--- src/rtl/dm_arb_pkg.sv ---
// Shared types and default widths for the data-memory arbiter.
package dm_arb_pkg;

    localparam int ADDR_W_DEF = 4;
    localparam int DATA_W_DEF = 4;
    localparam int CNT_W      = 8;

    typedef enum logic [1:0] {IDLE, PEND, FORCE} arb_state_e;
    typedef enum logic {OWN_CPU, OWN_HOST} owner_e;

endpackage

--- src/rtl/dm_arbiter_starve_counter.sv ---
// Saturating count of consecutive denied host cycles; at_limit looks at the
// value the counter is about to take so the FSM can enter FORCE in time.
module starve_counter
    import dm_arb_pkg::*;
(
    input  logic             clk,
    input  logic             sync_reset,
    input  logic             inc,
    input  logic             clr,
    input  logic [CNT_W-1:0] limit,
    output logic             at_limit
);

    logic [CNT_W-1:0] count_q;
    logic [CNT_W-1:0] count_d;

    always_comb begin
        count_d = count_q;
        if (clr) begin
            count_d = '0;
        end else if (inc && (count_q < limit)) begin
            count_d = count_q + 1'b1;
        end
    end

    assign at_limit = (count_d == limit);

    always_ff @(posedge clk) begin
        if (sync_reset) begin
            count_q <= '0;
        end else begin
            count_q <= count_d;
        end
    end

endmodule

--- src/rtl/dm_arbiter.sv ---
// Single-port data memory arbiter: CPU has priority, the host gets a forced
// slot (stalling the CPU) after STARVE_LIMIT consecutive denied cycles.
module dm_arbiter
    import dm_arb_pkg::*;
#(
    parameter int ADDR_W       = ADDR_W_DEF,
    parameter int DATA_W       = DATA_W_DEF,
    parameter int STARVE_LIMIT = 8
) (
    input  logic              clk,
    input  logic              sync_reset,
    input  logic              cpu_req,
    input  logic              cpu_w_en,
    input  logic [ADDR_W-1:0] cpu_addr,
    input  logic [DATA_W-1:0] cpu_wdata,
    output logic              cpu_gnt,
    output logic              cpu_stall,
    output logic [DATA_W-1:0] cpu_rdata,
    input  logic              host_req,
    input  logic              host_we,
    input  logic [ADDR_W-1:0] host_addr,
    input  logic [DATA_W-1:0] host_wdata,
    output logic              host_gnt,
    output logic [DATA_W-1:0] host_rdata,
    output logic              host_rvalid,
    output logic [ADDR_W-1:0] mem_addr,
    output logic [DATA_W-1:0] mem_data_in,
    output logic              mem_w_en,
    input  logic [DATA_W-1:0] mem_data_out
);

    localparam logic [CNT_W-1:0] LIMIT = CNT_W'(STARVE_LIMIT);

    arb_state_e        state_q, state_d;
    owner_e            owner_q, owner_d;
    logic              rd_pend_q, rd_pend_d;
    logic [DATA_W-1:0] cpu_rdata_q, cpu_rdata_d;
    logic [DATA_W-1:0] host_rdata_q, host_rdata_d;
    logic [ADDR_W-1:0] mem_addr_q, mem_addr_d;
    logic              cnt_inc, cnt_clr, at_limit;

    // Everything visible is forced low while reset is held, not just after it.
    always_comb begin
        host_gnt    = 1'b0;
        cpu_gnt     = 1'b0;
        cpu_stall   = 1'b0;
        mem_addr    = '0;
        mem_data_in = '0;
        mem_w_en    = 1'b0;
        host_rvalid = 1'b0;
        cpu_rdata   = '0;
        host_rdata  = '0;
        if (!sync_reset) begin
            host_gnt    = host_req && (!cpu_req || (state_q == FORCE));
            cpu_gnt     = cpu_req && !host_gnt;
            cpu_stall   = cpu_req && host_gnt;
            mem_addr    = mem_addr_q;
            if (host_gnt) begin
                mem_addr    = host_addr;
                mem_data_in = host_wdata;
                mem_w_en    = host_we;
            end else if (cpu_gnt) begin
                mem_addr    = cpu_addr;
                mem_data_in = cpu_wdata;
                mem_w_en    = cpu_w_en;
            end
            host_rvalid = rd_pend_q && (owner_q == OWN_HOST);
            cpu_rdata   = (rd_pend_q && (owner_q == OWN_CPU)) ? mem_data_out : cpu_rdata_q;
            host_rdata  = host_rvalid ? mem_data_out : host_rdata_q;
        end
    end

    assign cnt_inc = host_req && !host_gnt;
    assign cnt_clr = host_gnt || !host_req;

    starve_counter u_starve (
        .clk        (clk),
        .sync_reset (sync_reset),
        .inc        (cnt_inc),
        .clr        (cnt_clr),
        .limit      (LIMIT),
        .at_limit   (at_limit)
    );

    // With a limit of 1 the first denial already reaches the limit, so IDLE may jump straight to FORCE.
    always_comb begin
        state_d      = IDLE;
        owner_d      = host_gnt ? OWN_HOST : OWN_CPU;
        rd_pend_d    = (host_gnt && !host_we) || (cpu_gnt && !cpu_w_en);
        cpu_rdata_d  = cpu_rdata;
        host_rdata_d = host_rdata;
        mem_addr_d   = mem_addr;
        case (state_q)
            IDLE, PEND: if (cnt_inc) state_d = at_limit ? FORCE : PEND;
            FORCE:      state_d = IDLE;
            default:    state_d = IDLE;
        endcase
    end

    always_ff @(posedge clk) begin
        if (sync_reset) begin
            state_q      <= IDLE;
            owner_q      <= OWN_CPU;
            rd_pend_q    <= 1'b0;
            cpu_rdata_q  <= '0;
            host_rdata_q <= '0;
            mem_addr_q   <= '0;
        end else begin
            state_q      <= state_d;
            owner_q      <= owner_d;
            rd_pend_q    <= rd_pend_d;
            cpu_rdata_q  <= cpu_rdata_d;
            host_rdata_q <= host_rdata_d;
            mem_addr_q   <= mem_addr_d;
        end
    end

endmodule

--- config.mk ---
export PLATFORM = sky130hd
export DESIGN_NAME = dm_arbiter
export DESIGN_NICKNAME = d
export VERILOG_FILES = /design/src/rtl/dm_arb_pkg.sv /design/src/rtl/dm_arbiter_starve_counter.sv /design/src/rtl/dm_arbiter.sv
export SDC_FILE = /design/constraint.sdc
export NUM_CORES = 1
export LEC_CHECK = 0
export BUFFER_PORTS_ARGS = -buffer_cell sky130_fd_sc_hd__clkbuf_2
export CORE_ASPECT_RATIO = 0.8
export CORE_MARGIN = 4
export CORE_UTILIZATION = 50
export CTS_CLUSTER_DIAMETER = 60
export DETAILED_ROUTE_END_ITERATION = 8
export GPL_TIMING_DRIVEN = 0
export PLACE_DENSITY = 0.83
export SLEW_MARGIN = 20
export SYNTH_ARGS = -nofsm -noshare
export SYNTH_HDL_FRONTEND = slang
export SYNTH_HIERARCHICAL = 1
export SYNTH_SLANG_ARGS = --single-unit
--- constraint.sdc ---
create_clock -name clk -period 3.2 [get_ports clk]
set_clock_uncertainty 0.2 [all_clocks]
set_input_delay 0.48 -clock clk [delete_from_list [all_inputs] [get_ports clk]]
set_output_delay 0.48 -clock clk [all_outputs]
set_load 0.03 [all_outputs]
==> results of run 1 <==
## stage by stage
step           power [uW]  instance area [um^2]  setup WS, ns  utilization [%]  instances
5_1_grt               700                  2050       0.00565             65.9        305
2_1_floorplan         419                  1700         0.384                -        215
6_report              664                  2050         0.196             65.9        305
3_5_place_dp          464                  1980       -0.0760             63.8        301
3_3_place_gp          461                  1980       -0.0532             63.8        301
4_1_cts               667                  2040         0.107             65.6        305
## routing by layer
layer | routed length, um | GRT usage, % | up-vias
li1 | - | - | 820
met1 | 1930 | 28.8 | 665
met2 | 1650 | 28.9 | 38
met3 | 220 | 4.24 | 2
met4 | 20 | 4.02 | 0
met5 | 0 | 0 | -
## cell families after synthesis
group / Yosys count / synth area share [%]
AOI/OAI and AO/OA: 51 / 22.4
xor gates and xnor gates: 10 / 6.23
adders and majority gates: 8 / 6.15
buffers and inverters: 21 / 5.76
DFF: 24 / 29.5
muxes: 8 / 4.92
other: 2 / 0.461
and+or+nand+nor: 71 / 24.6
## worst reg2reg max path: cells and delay by family, from the launching register on
kind / cells / cell delay [ns]
compound gates: 6 / 1.08
fa+ha+maj: 1 / 0.28
buf+inv: 1 / 0.19
flops: 1 / 0.42
simple gates: 3 / 0.73
## worst min-delay path by stage
stage / from / slack (ns) / cells past startpoint / end
after global placement: host_rdata_q[3] / 0.25 / 2 / host_rdata_q[3]
after floorplan: state_q[1] / 0.23 / 1 / state_q[0]
final: sync_reset / 0.21 / 2 / u_starve/count_q[6]
after global routing: sync_reset / 0.22 / 2 / u_starve/count_q[4]
after detailed placement: host_rdata_q[0] / 0.26 / 2 / host_rdata_q[0]
after CTS: sync_reset / 0.21 / 2 / u_starve/count_q[6]
## state kept, by name, summed over array words and instances, names as in the netlist
register	count
u_starve/count_q	8
cpu_rdata_q	4
host_rdata_q	4
mem_addr_q	4
state_q	2
owner_q	1
rd_pend_q	1
## layout make-up
type,instances,area (um^2)
flip-flops and latches,24,480
inverters,12,45.0
well taps,40,50.0
fillers,289,1060
repair buffers,46,230
plain buffers,9,48.8
multi-input cells,170,1140
clock buffers,4,55.1
## what timing repair did
| item | 4_1_cts | 5_1_grt |
|---|---|---|
| gates resized for setup | 0 | 5 |
| endpoints found under the setup margin | 0 | 2 |
| hold buffers | 0 | 0 |
## cell usage after synthesis (all sizes together)
| master | count |
|---|---|
| mux2i | 8 |
| a41oi | 2 |
| and2b | 1 |
| and3 | 2 |
| xor2 | 2 |
| or4 | 1 |
| nand2b | 3 |
| and4 | 2 |
| o21ai | 8 |
| nor2 | 18 |
| or2 | 1 |
| nor4 | 2 |
| clkbuf | 4 |
| nand3 | 6 |
| ha | 8 |
| xnor3 | 1 |
| a21oi | 15 |
| nand4 | 2 |
| conb | 2 |
| nand2 | 12 |
| a2111o | 1 |
| o31ai | 1 |
| o311ai | 1 |
| xnor2 | 7 |
| a22o | 6 |
| nor2b | 6 |
| o2bb2ai | 1 |
| a21boi | 3 |
| dfxtp | 24 |
| and2 | 1 |
| and4b | 1 |
| a211oi | 11 |
| o32ai | 1 |
| or2b | 5 |
| inv | 12 |
| or3 | 4 |
| nor3 | 3 |
| buf | 5 |
| nor4b | 1 |
| a31o | 1 |
## placed cells by master, fill, tap and decap left out, types with 2 or more instances in the layout
cell type and n:
nor2_1 18, nor2b_1 3, clkbuf_8 4, and4_1 2, xor2_1 2, xnor2_1 7, o21ai_0 4, nand3_1 6
o21ai_2 3, inv_1 12, a211oi_1 10, ha_1 8, or3_1 4, a41oi_1 2, clkbuf_1 3, nand2b_1 3
clkbuf_2 47, conb_1 22, nor3_1 3, nand2_1 12, dfxtp_1 24, or2b_1 4, nand4_1 2, a21oi_1 14
mux2i_1 8, nor2b_2 2, a22o_1 6, buf_2 2
## power by group through the flow
| stage | sequential, uW | combinational, uW | clock [uW] |
|---|---|---|---|
| 2_1_floorplan | 318 | 101 | 0 |
| 3_3_place_gp | 319 | 142 | 0 |
| 3_5_place_dp | 320 | 144 | 0 |
| 4_1_cts | 313 | 145 | 210 |
| 5_1_grt | 314 | 162 | 223 |
| 6_report | 313 | 147 | 204 |
==> metrics.txt, run 1 <==
clock transition at the registers of the reported paths=0.08 ns; clk_lat worst skew=0.26 ns; Required @ worst endpoint=3.17 ns; Synth Instances=roughly 200; Core Region=3110 um^2; CP Capture Type=register; register area share after synthesis=29.5%; GRT Overall Usage=19.4%; Max IR drop VDD=approximately 0.00034 V; Yosys top cell by area=dfxtp_1; first-pass GRT wire length=roughly 6.6 mm; I/O pin cnt=47; Diodes inserted=0; Seq cells post-synth=24; Net Switching=188 uW; grt ovf=0; # setup viols final=0; RSZ-0062 raised after global routing=no; largest net degree at the start of global routing=14; Die Area=roughly 4200 um^2; Setup crit start kind=register; initial antenna violation count=0; min Tclk post-route=3.00 ns; Max Freq=333 MHz; DPL Wire Length=3.07 mm; Switching Share=28.3%; Area Growth Syn to Fin=25.9%; Yosys warning total=6; Pint=476 uW; DR vias=about 1500; worst setup path startpoint=u_starve/count_q[5]; CP max stage delay=0.42 ns; fin crit share=93.9%; Worst Setup EP=state_q[0]; Buf+Inv Stages, Crit Path=1; Root Buffer Master=clkbuf_8; Post-Syn Area=1630 um^2; Final Max Tran Viols=0; Post-Synthesis Mean Instance Area=8.35 um^2; R2R depth=11; combinational power share=approximately 22%; Final Hold Viols=0; starting density of the core=52.4%; Hold Crit Class=input port to register; worst path cell trace=ha_1 > a211oi_1 > o2bb2ai_1 > a31o_1 > buf_2 > or3_1 > a41oi_1 > o32ai_1 > a41oi_1 > nor4_2 > nor4b_1; Critical Path AT=2.97 ns; nets@finish=300; antenna-violating nets left=0; DR WL/cell=12.5 um; max-cap viol count=0; share of cells above drive strength 1=26.0%; Port Buf Inserts=46; Flop pwr share=about 47%; Row Count=18; TritonCTS clock tree=built; worst slew pin tran=0.497 ns; DRT iter0 DRCs=52; CP most frequent cell=a41oi_1; RR Startpoint=u_starve/count_q[5]; vias in the first global route=1472; clock network fraction of design power=between 30% and 40%; post-CTS setup buffer count=0; CP Depth=11; critical path fanouts, max=10; htree depth=1; share of the synthesized area in the top cell type=29.5%; pwr dens=between 300 and 400 nW/um^2; chip height=59.0 um; number of remaining DRC errors=0; Initial DRT Pass Iterations=4; WHS=0.213 ns; Max Buffers Root-to-Sink=2; Leak=between 0.0009 and 0.001 uW; ranking of synthesized cells by area=dfxtp_1, ha_1, mux2i_1; slowest cell on the critical path=dfxtp_1; CP delay by family, top=compound AO/OA/AOI/OAI gates; setup TNS=0 ns; Worst R2R End=state_q[0]; final RePlAce weighted congestion=0.826; Die X=71.8 um; worst reg2reg setup slack=0.20 ns; Netlist cell types=53; total CTS buffers=3; clock sinks=24; status=completed; slew margin rel.=66.8%; number of vias per cell=5.00; Routed WL=3.82 mm; crit path kind=register to register
No activity file was read; power rests on OpenSTA's default activity.
==> run 2, diff against run 1 <==
Settings changed: ABC_AREA from default to 1, PLACE_DENSITY 0.83 to 0.82.
==> metrics.txt, run 2 <==
setup TNS=0 ns (unchanged); slowest cell on the critical path=dfxtp_1 (unchanged); CP max stage delay=0.32 ns (was 0.42 ns); Max Buffers Root-to-Sink=2 (unchanged); number of vias per cell=4.69 (was 5.00); RR Startpoint=state_q[0] (was u_starve/count_q[5]); Adder-Cell Fraction of Synth Area=5.60% (was 6.15%); min Tclk post-route=2.35 ns (was 3.00 ns); initial antenna violation count=0 (unchanged); Worst Setup EP=state_q[1] (was state_q[0]); Async SR Flop Fraction=0% (unchanged); fin crit share=73.4% (was 93.9%); Initial DRT Pass Iterations=4 (unchanged); Final Hold Viols=0 (unchanged); met1 Use GR=22.5% (was 28.8%); worst setup path startpoint=state_q[0] (was u_starve/count_q[5]); simple-gate share of the synthesized area=48.3% (was 24.6%); vias in the first global route=1511 (was 1472); chip height=61.5 um (was 59.0 um); DRT iter0 DRCs=97 (was 52); I/O pin cnt=47 (unchanged); Post-Synthesis Mean Instance Area=6.50 um^2 (was 8.35 um^2); Core Region=3450 um^2 (was 3110 um^2); Row Count=19 (was 18); Compound-Gate Fraction of Synth Area=5.81% (was 22.4%); most frequent cells in the layout=nand2_1, nor2_1, clkbuf_2, inv_1, dfxtp_1 (was clkbuf_2, dfxtp_1, conb_1, nor2_1, a21oi_1); share of cells above drive strength 1=25.6% (was 26.0%); max FFs per register=8 (unchanged); Yosys warning total=6 (unchanged); Yosys top cell by area=dfxtp_1 (unchanged); antenna-violating nets left=0 (unchanged); # setup viols final=0 (unchanged); RSZ-0062 raised after global routing=no (unchanged); GRT Overall Usage=17.0% (was 19.4%); ranking of synthesized cells by area=dfxtp_1, nand2_1, nor2_1 (was dfxtp_1, ha_1, mux2i_1); worst reg2reg setup slack=0.85 ns (was 0.20 ns); Setup crit start kind=register (unchanged); Critical Path AT=2.36 ns (was 2.97 ns); DPL Wire Length=3.03 mm (was 3.07 mm); clock sinks=24 (unchanged); Seq cells post-synth=24 (unchanged); Worst R2R End=state_q[1] (was state_q[0]); cts repair resizes=0 (unchanged); Area Growth Syn to Fin=23.0% (was 25.9%); Required @ worst endpoint=3.21 ns (was 3.17 ns); Final Max Tran Viols=0 (unchanged); pre-CTS WS=0.676 ns (was -0.0760 ns); Root Buffer Master=clkbuf_8 (unchanged); Final WS setup=0.852 ns (was 0.196 ns); nets@finish=375 (was 300); share of the synthesized area in the top cell type=26.9% (was 29.5%); Die X=74.9 um (was 71.8 um); GR Layer Usage met3=3.10% (was 4.24%); top-count cell post-synth=nand2_1 (was dfxtp_1); Port Buf Inserts=46 (unchanged); first-pass GRT wire length=6.14 mm (was 6.57 mm); Max Freq=426 MHz (was 333 MHz); CTS hold repair buffers=0 (unchanged); clk_lat worst skew=0.27 ns (was 0.26 ns); XOR/XNOR Fraction of Synth Area=0% (was 6.23%); crit path kind=register to register (unchanged); Top reg by flops=u_starve/count_q (unchanged); Filler cells=319 (was 289); status=completed (unchanged); register area share after synthesis=26.9% (was 29.5%); Post-Syn Area=1790 um^2 (was 1630 um^2); Diodes inserted=0 (unchanged); Die Area=4600 um^2 (was 4240 um^2); Netlist cell types=27 (was 53); CP Capture Type=register (unchanged); number of synthesized flops with an enable pin=0 (unchanged); Max IR drop VDD=0.000280 V (was 0.000340 V); htree depth=1 (unchanged); met2 GRT Util=28.4% (was 28.9%); R2R depth=17 (was 11); max-cap viol count=0 (unchanged); leading cell type in the layout, fill and taps excluded=nand2_1 (was clkbuf_2); total CTS buffers=3 (unchanged); post-CTS setup buffer count=0 (unchanged); critical path fanouts, max=8 (was 10); Hold Crit Class=input port to register (unchanged); largest net degree at the start of global routing=15 (was 14); Routed WL=3.79 mm (was 3.82 mm); final RePlAce weighted congestion=0.782 (was 0.826); Leak=0.00127 uW (was 0.000955 uW); DR WL/cell=9.93 um (was 12.5 um); grt ovf=0 (unchanged); largest family of logic cells by synthesized area=simple AND/OR/NAND/NOR gates (unchanged); DR vias=1793 (was 1525); pwr dens=331 nW/um^2 (was 324 nW/um^2); Synth Flop Type=dfxtp_1 (unchanged); mux contribution to synthesized area=0% (was 4.92%); Synth Instances=275 (was 195); GR peak layer=met2 (unchanged); Synth top cells by count=nand2_1, nor2_1, inv_1, dfxtp_1, nand3_1 (was dfxtp_1, nor2_1, a21oi_1, inv_1, nand2_1); TritonCTS clock tree=built (unchanged); worst path cell trace=inv_1 > nand2_1 > nand2_2 > nand2_4 > nor2_4 > nor2_1 > buf_2 > nand2_1 > nor3_4 > nand4_2 > nand4_1 > nand2_1 > nor2_1 > nand2_1 > nor2_1 > inv_1 > nor2_1 (was ha_1 > a211oi_1 > o2bb2ai_1 > a31o_1 > buf_2 > or3_1 > a41oi_1 > o32ai_1 > a41oi_1 > nor4_2 > nor4b_1); starting density of the core=51.9% (was 52.4%); clock transition at the registers of the reported paths=0.09 ns (was 0.08 ns); number of remaining DRC errors=0 (unchanged)
[run 2: changes by cell type after synthesis, moves of 8 or more]
cell	change
nor2_1	+32
nand4_1	+8
nand2_1	+57
mux2i_1	-8
a21oi_1	-13
a211oi_1	-10
inv_1	+32
nand2_2	+8
[run 2: how the worst min path moves through the flow]
stage / from / cells after the start / end / slack, ns
floorplan: host_rdata_q[0] / 2 / host_rdata_q[0] / 0.24
finish: cpu_w_en / 2 / rd_pend_q / 0.21
detailed placement: host_rdata_q[0] / 2 / host_rdata_q[0] / 0.26
CTS: cpu_w_en / 2 / rd_pend_q / 0.21
global placement: host_rdata_q[0] / 2 / host_rdata_q[0] / 0.25
global route: cpu_w_en / 2 / rd_pend_q / 0.20
[run 2: layer usage]
layer | share of wire [%] | routed length [um]
met4 | 1.8 | 68
met5 | 0 | 0
met2 | 48 | 1820
met3 | 3.9 | 146
met1 | 46 | 1760
[run 2: critical path, delay by kind of cell, from the launching register on]
kind,cells,cell delay (ns)
buffers and inverters,3,0.29
DFF,1,0.32
and+or+nand+nor,14,1.47
[run 2: cell type report]
cell class | count | area (um^2) | share of cell area [%]
clock buffers | 3 | 41.3 | 1.88
inverters | 45 | 169 | 7.68
plain buffers | 6 | 63.8 | 2.90
well taps | 42 | 52.6 | 2.39
clock inverters | 1 | 30.0 | 1.37
multi-input cells | 215 | 1130 | 51.5
flip-flops and latches | 24 | 480 | 21.9
repair buffers | 46 | 230 | 10.5
[run 2: report_power, final]
part / leakage, uW / internal (uW) / switching, uW / total, uW
clock: 0.0000357 / 167 / 98.2 / 266
sequential: 0.000196 / 309 / 3.99 / 313
combinational: 0.00104 / 48.9 / 100 / 149
total: 0.00127 / 526 / 203 / 728
[run 2: per-stage QoR]
step	hold slack, ns	instance area [um^2]	total power [uW]	cells	util, %
after global placement	0.251	2130	465	378	61.7
after floorplan	0.242	1840	422	290	-
after CTS	0.208	2200	734	382	63.8
after detailed placement	0.261	2130	468	378	61.7
after global routing	0.198	2200	769	382	63.8
final	0.206	2200	728	382	63.8
[run 2: logic make-up (layout without fill, tap and decap cells)]
logic type / Yosys count / count (layout)
and+or+nand+nor: 172 / 172
other: 2 / 17
buffers and inverters: 51 / 101
adders and majority gates: 8 / 8
DFF: 24 / 24
AOI/OAI and AO/OA: 18 / 18
==> run 3, diff against run 2 <==
Clock period 3.2 ns to 2.3 ns, I/O delays scaled along.
==> metrics.txt, run 3 (same netlist as run 2, synthesis figures left out) <==
status=completed (unchanged); met1 Use GR=22.1% (was 22.5%); Die X=74.9 um (unchanged); Setup crit start kind=register (unchanged); Core Region=3450 um^2 (unchanged); Critical Path AT=2.25 ns (was 2.36 ns); total CTS buffers=3 (unchanged); most frequent cells in the layout=nand2_1, nor2_1, clkbuf_2, inv_1, dfxtp_1 (unchanged); clock sinks=24 (unchanged); critical path fanouts, max=5 (was 8); starting density of the core=51.9% (unchanged); clk_lat worst skew=0.27 ns (about the same); Die Area=4600 um^2 (unchanged); leading cell type in the layout, fill and taps excluded=nand2_1 (unchanged); Worst Hold Depth=2 (unchanged); Row Count=19 (unchanged); DR WL/cell=10.8 um (was 9.93 um); DR vias=1829 (was 1793); nets@finish=379 (was 375); met2 GRT Util=29.7% (was 28.4%); Layout Utilization=66.3% (was 63.8%); CP max stage delay=0.32 ns (about the same); GRT Overall Usage=17.4% (was 17.0%); Max Freq=446 MHz (was 426 MHz); Initial DRT Pass Iterations=6 (was 4); initial antenna violation count=0 (unchanged); Hold Crit Class=input port to register (unchanged); min Tclk post-route=2.24 ns (was 2.35 ns); CTS hold repair buffers=0 (unchanged); slowest cell on the critical path=dfxtp_1 (unchanged); share of cells above drive strength 1=29.9% (was 25.6%); Top reg by flops=u_starve/count_q (unchanged); worst path cell trace=inv_1 > nand2_1 > nand2_2 > nand2_4 > nor2_4 > nor2_4 > buf_6 > inv_1 > nor3_4 > nand3_1 > nand2_2 > nand3_2 > nand2_1 > nand2_1 > nor2_2 > nand2_1 > nor2_2 > inv_1 > nor2_1 (was inv_1 > nand2_1 > nand2_2 > nand2_4 > nor2_4 > nor2_1 > buf_2 > nand2_1 > nor3_4 > nand4_2 > nand4_1 > nand2_1 > nor2_1 > nand2_1 > nor2_1 > inv_1 > nor2_1); chip height=61.5 um (unchanged); R2R depth=19 (was 17); Routed WL=4.15 mm (was 3.79 mm); number of remaining DRC errors=0 (unchanged); CP Capture Type=register (unchanged); max FFs per register=8 (unchanged); htree depth=1 (unchanged); Port Buf Inserts=46 (unchanged); clock transition at the registers of the reported paths=0.09 ns (about the same); DRT iter0 DRCs=131 (was 97); Final Max Tran Viols=0 (unchanged); number of vias per cell=4.74 (was 4.69); Max Buffers Root-to-Sink=2 (unchanged); Leak=0.00130 uW (was 0.00127 uW); WHS=0.0836 ns (was 0.206 ns); Max IR drop VDD=0.000390 V (was 0.000280 V); crit path kind=register to register (unchanged); first-pass GRT wire length=6.19 mm (was 6.14 mm); Area Growth Syn to Fin=27.8% (was 23.0%); Required @ worst endpoint=2.31 ns (was 3.21 ns); I/O pin cnt=47 (unchanged); GR peak layer=met2 (unchanged); CP most frequent cell=nand2_1; Final Hold Viols=0 (unchanged); grt ovf=0 (unchanged); pwr dens=450 nW/um^2 (was 331 nW/um^2); antenna-violating nets left=0 (unchanged); vias in the first global route=1519 (was 1511); GR Layer Usage met3=3.10% (unchanged); final RePlAce weighted congestion=0.782 (unchanged); fin crit share=97.6% (was 73.4%); Diodes inserted=0 (unchanged); Root Buffer Master=clkbuf_8 (unchanged); DPL Wire Length=3.03 mm (unchanged); TritonCTS clock tree=built (unchanged); max-cap viol count=0 (unchanged); largest net degree at the start of global routing=15 (unchanged); # setup viols final=0 (unchanged)
## run 3: cell count changes in the layout (fill, tap and decap cells not counted), sizes merged
cell,before,now
buf,5,10
clkbuf,50,49
## run 3: final cells by class
type | count | area, um^2
multi-input cells | 215 | 1170
fillers | 304 | 1160
flip-flops and latches | 24 | 487
repair buffers | 50 | 260
inverters | 45 | 169
plain buffers | 6 | 73.8
well taps | 42 | 52.6
clock buffers | 3 | 41.3
clock inverters | 1 | 30.0
## run 3: per-stage QoR
stage / setup slack (ns) / power, uW / setup TNS, ns / std cells / cell area, um^2
after floorplan: 0.266 / 587 / 0 / 290 / 1840
after global placement: -0.0438 / 647 / -0.0683 / 378 / 2130
after detailed placement: -0.0889 / 651 / -0.131 / 378 / 2130
after CTS: 0.0178 / 1020 / 0 / 383 / 2210
after global routing: -0.0565 / 1090 / -0.0614 / 386 / 2280
final: 0.0560 / 1030 / 0 / 386 / 2280
## run 3: worst paths after layout
kind | from | to | slack, ns
setup / recovery | state_q[0] | state_q[1] | 0.06
hold / removal | cpu_w_en | rd_pend_q | 0.08
setup reg to reg | state_q[0] | state_q[1] | 0.06
hold reg to reg | host_rdata_q[0] | host_rdata_q[0] | 0.27
## run 3: what timing repair did
item / in CTS / in global routing
setup buffers: 1 / 3
pin swaps: 1 / 2
gates resized for setup: 1 / 16
setup endpoints to repair: 2 / 2
## run 3: worst max-delay path: cells and delay by family (launching register included)
family | cells | cell delay, ns
and+or+nand+nor | 15 | 1.37
DFF | 1 | 0.32
buffers and inverters | 4 | 0.29
## run 3: power breakdown
| group | total [uW] | switching [uW] | internal (uW) | leakage (uW) |
|---|---|---|---|---|
| clock | 368 | 135 | 233 | 0.0000357 |
| combinational | 223 | 147 | 76.1 | 0.00107 |
| sequential | 436 | 5.73 | 431 | 0.000198 |
| total | 1030 | 288 | 739 | 0.00130 |
## run 3: metal layers
layer,part of all wire (%),up-vias
met5,0,-
met3,3.6,9
met4,1.9,0
met1,45,804
met2,50,40
li1,-,976
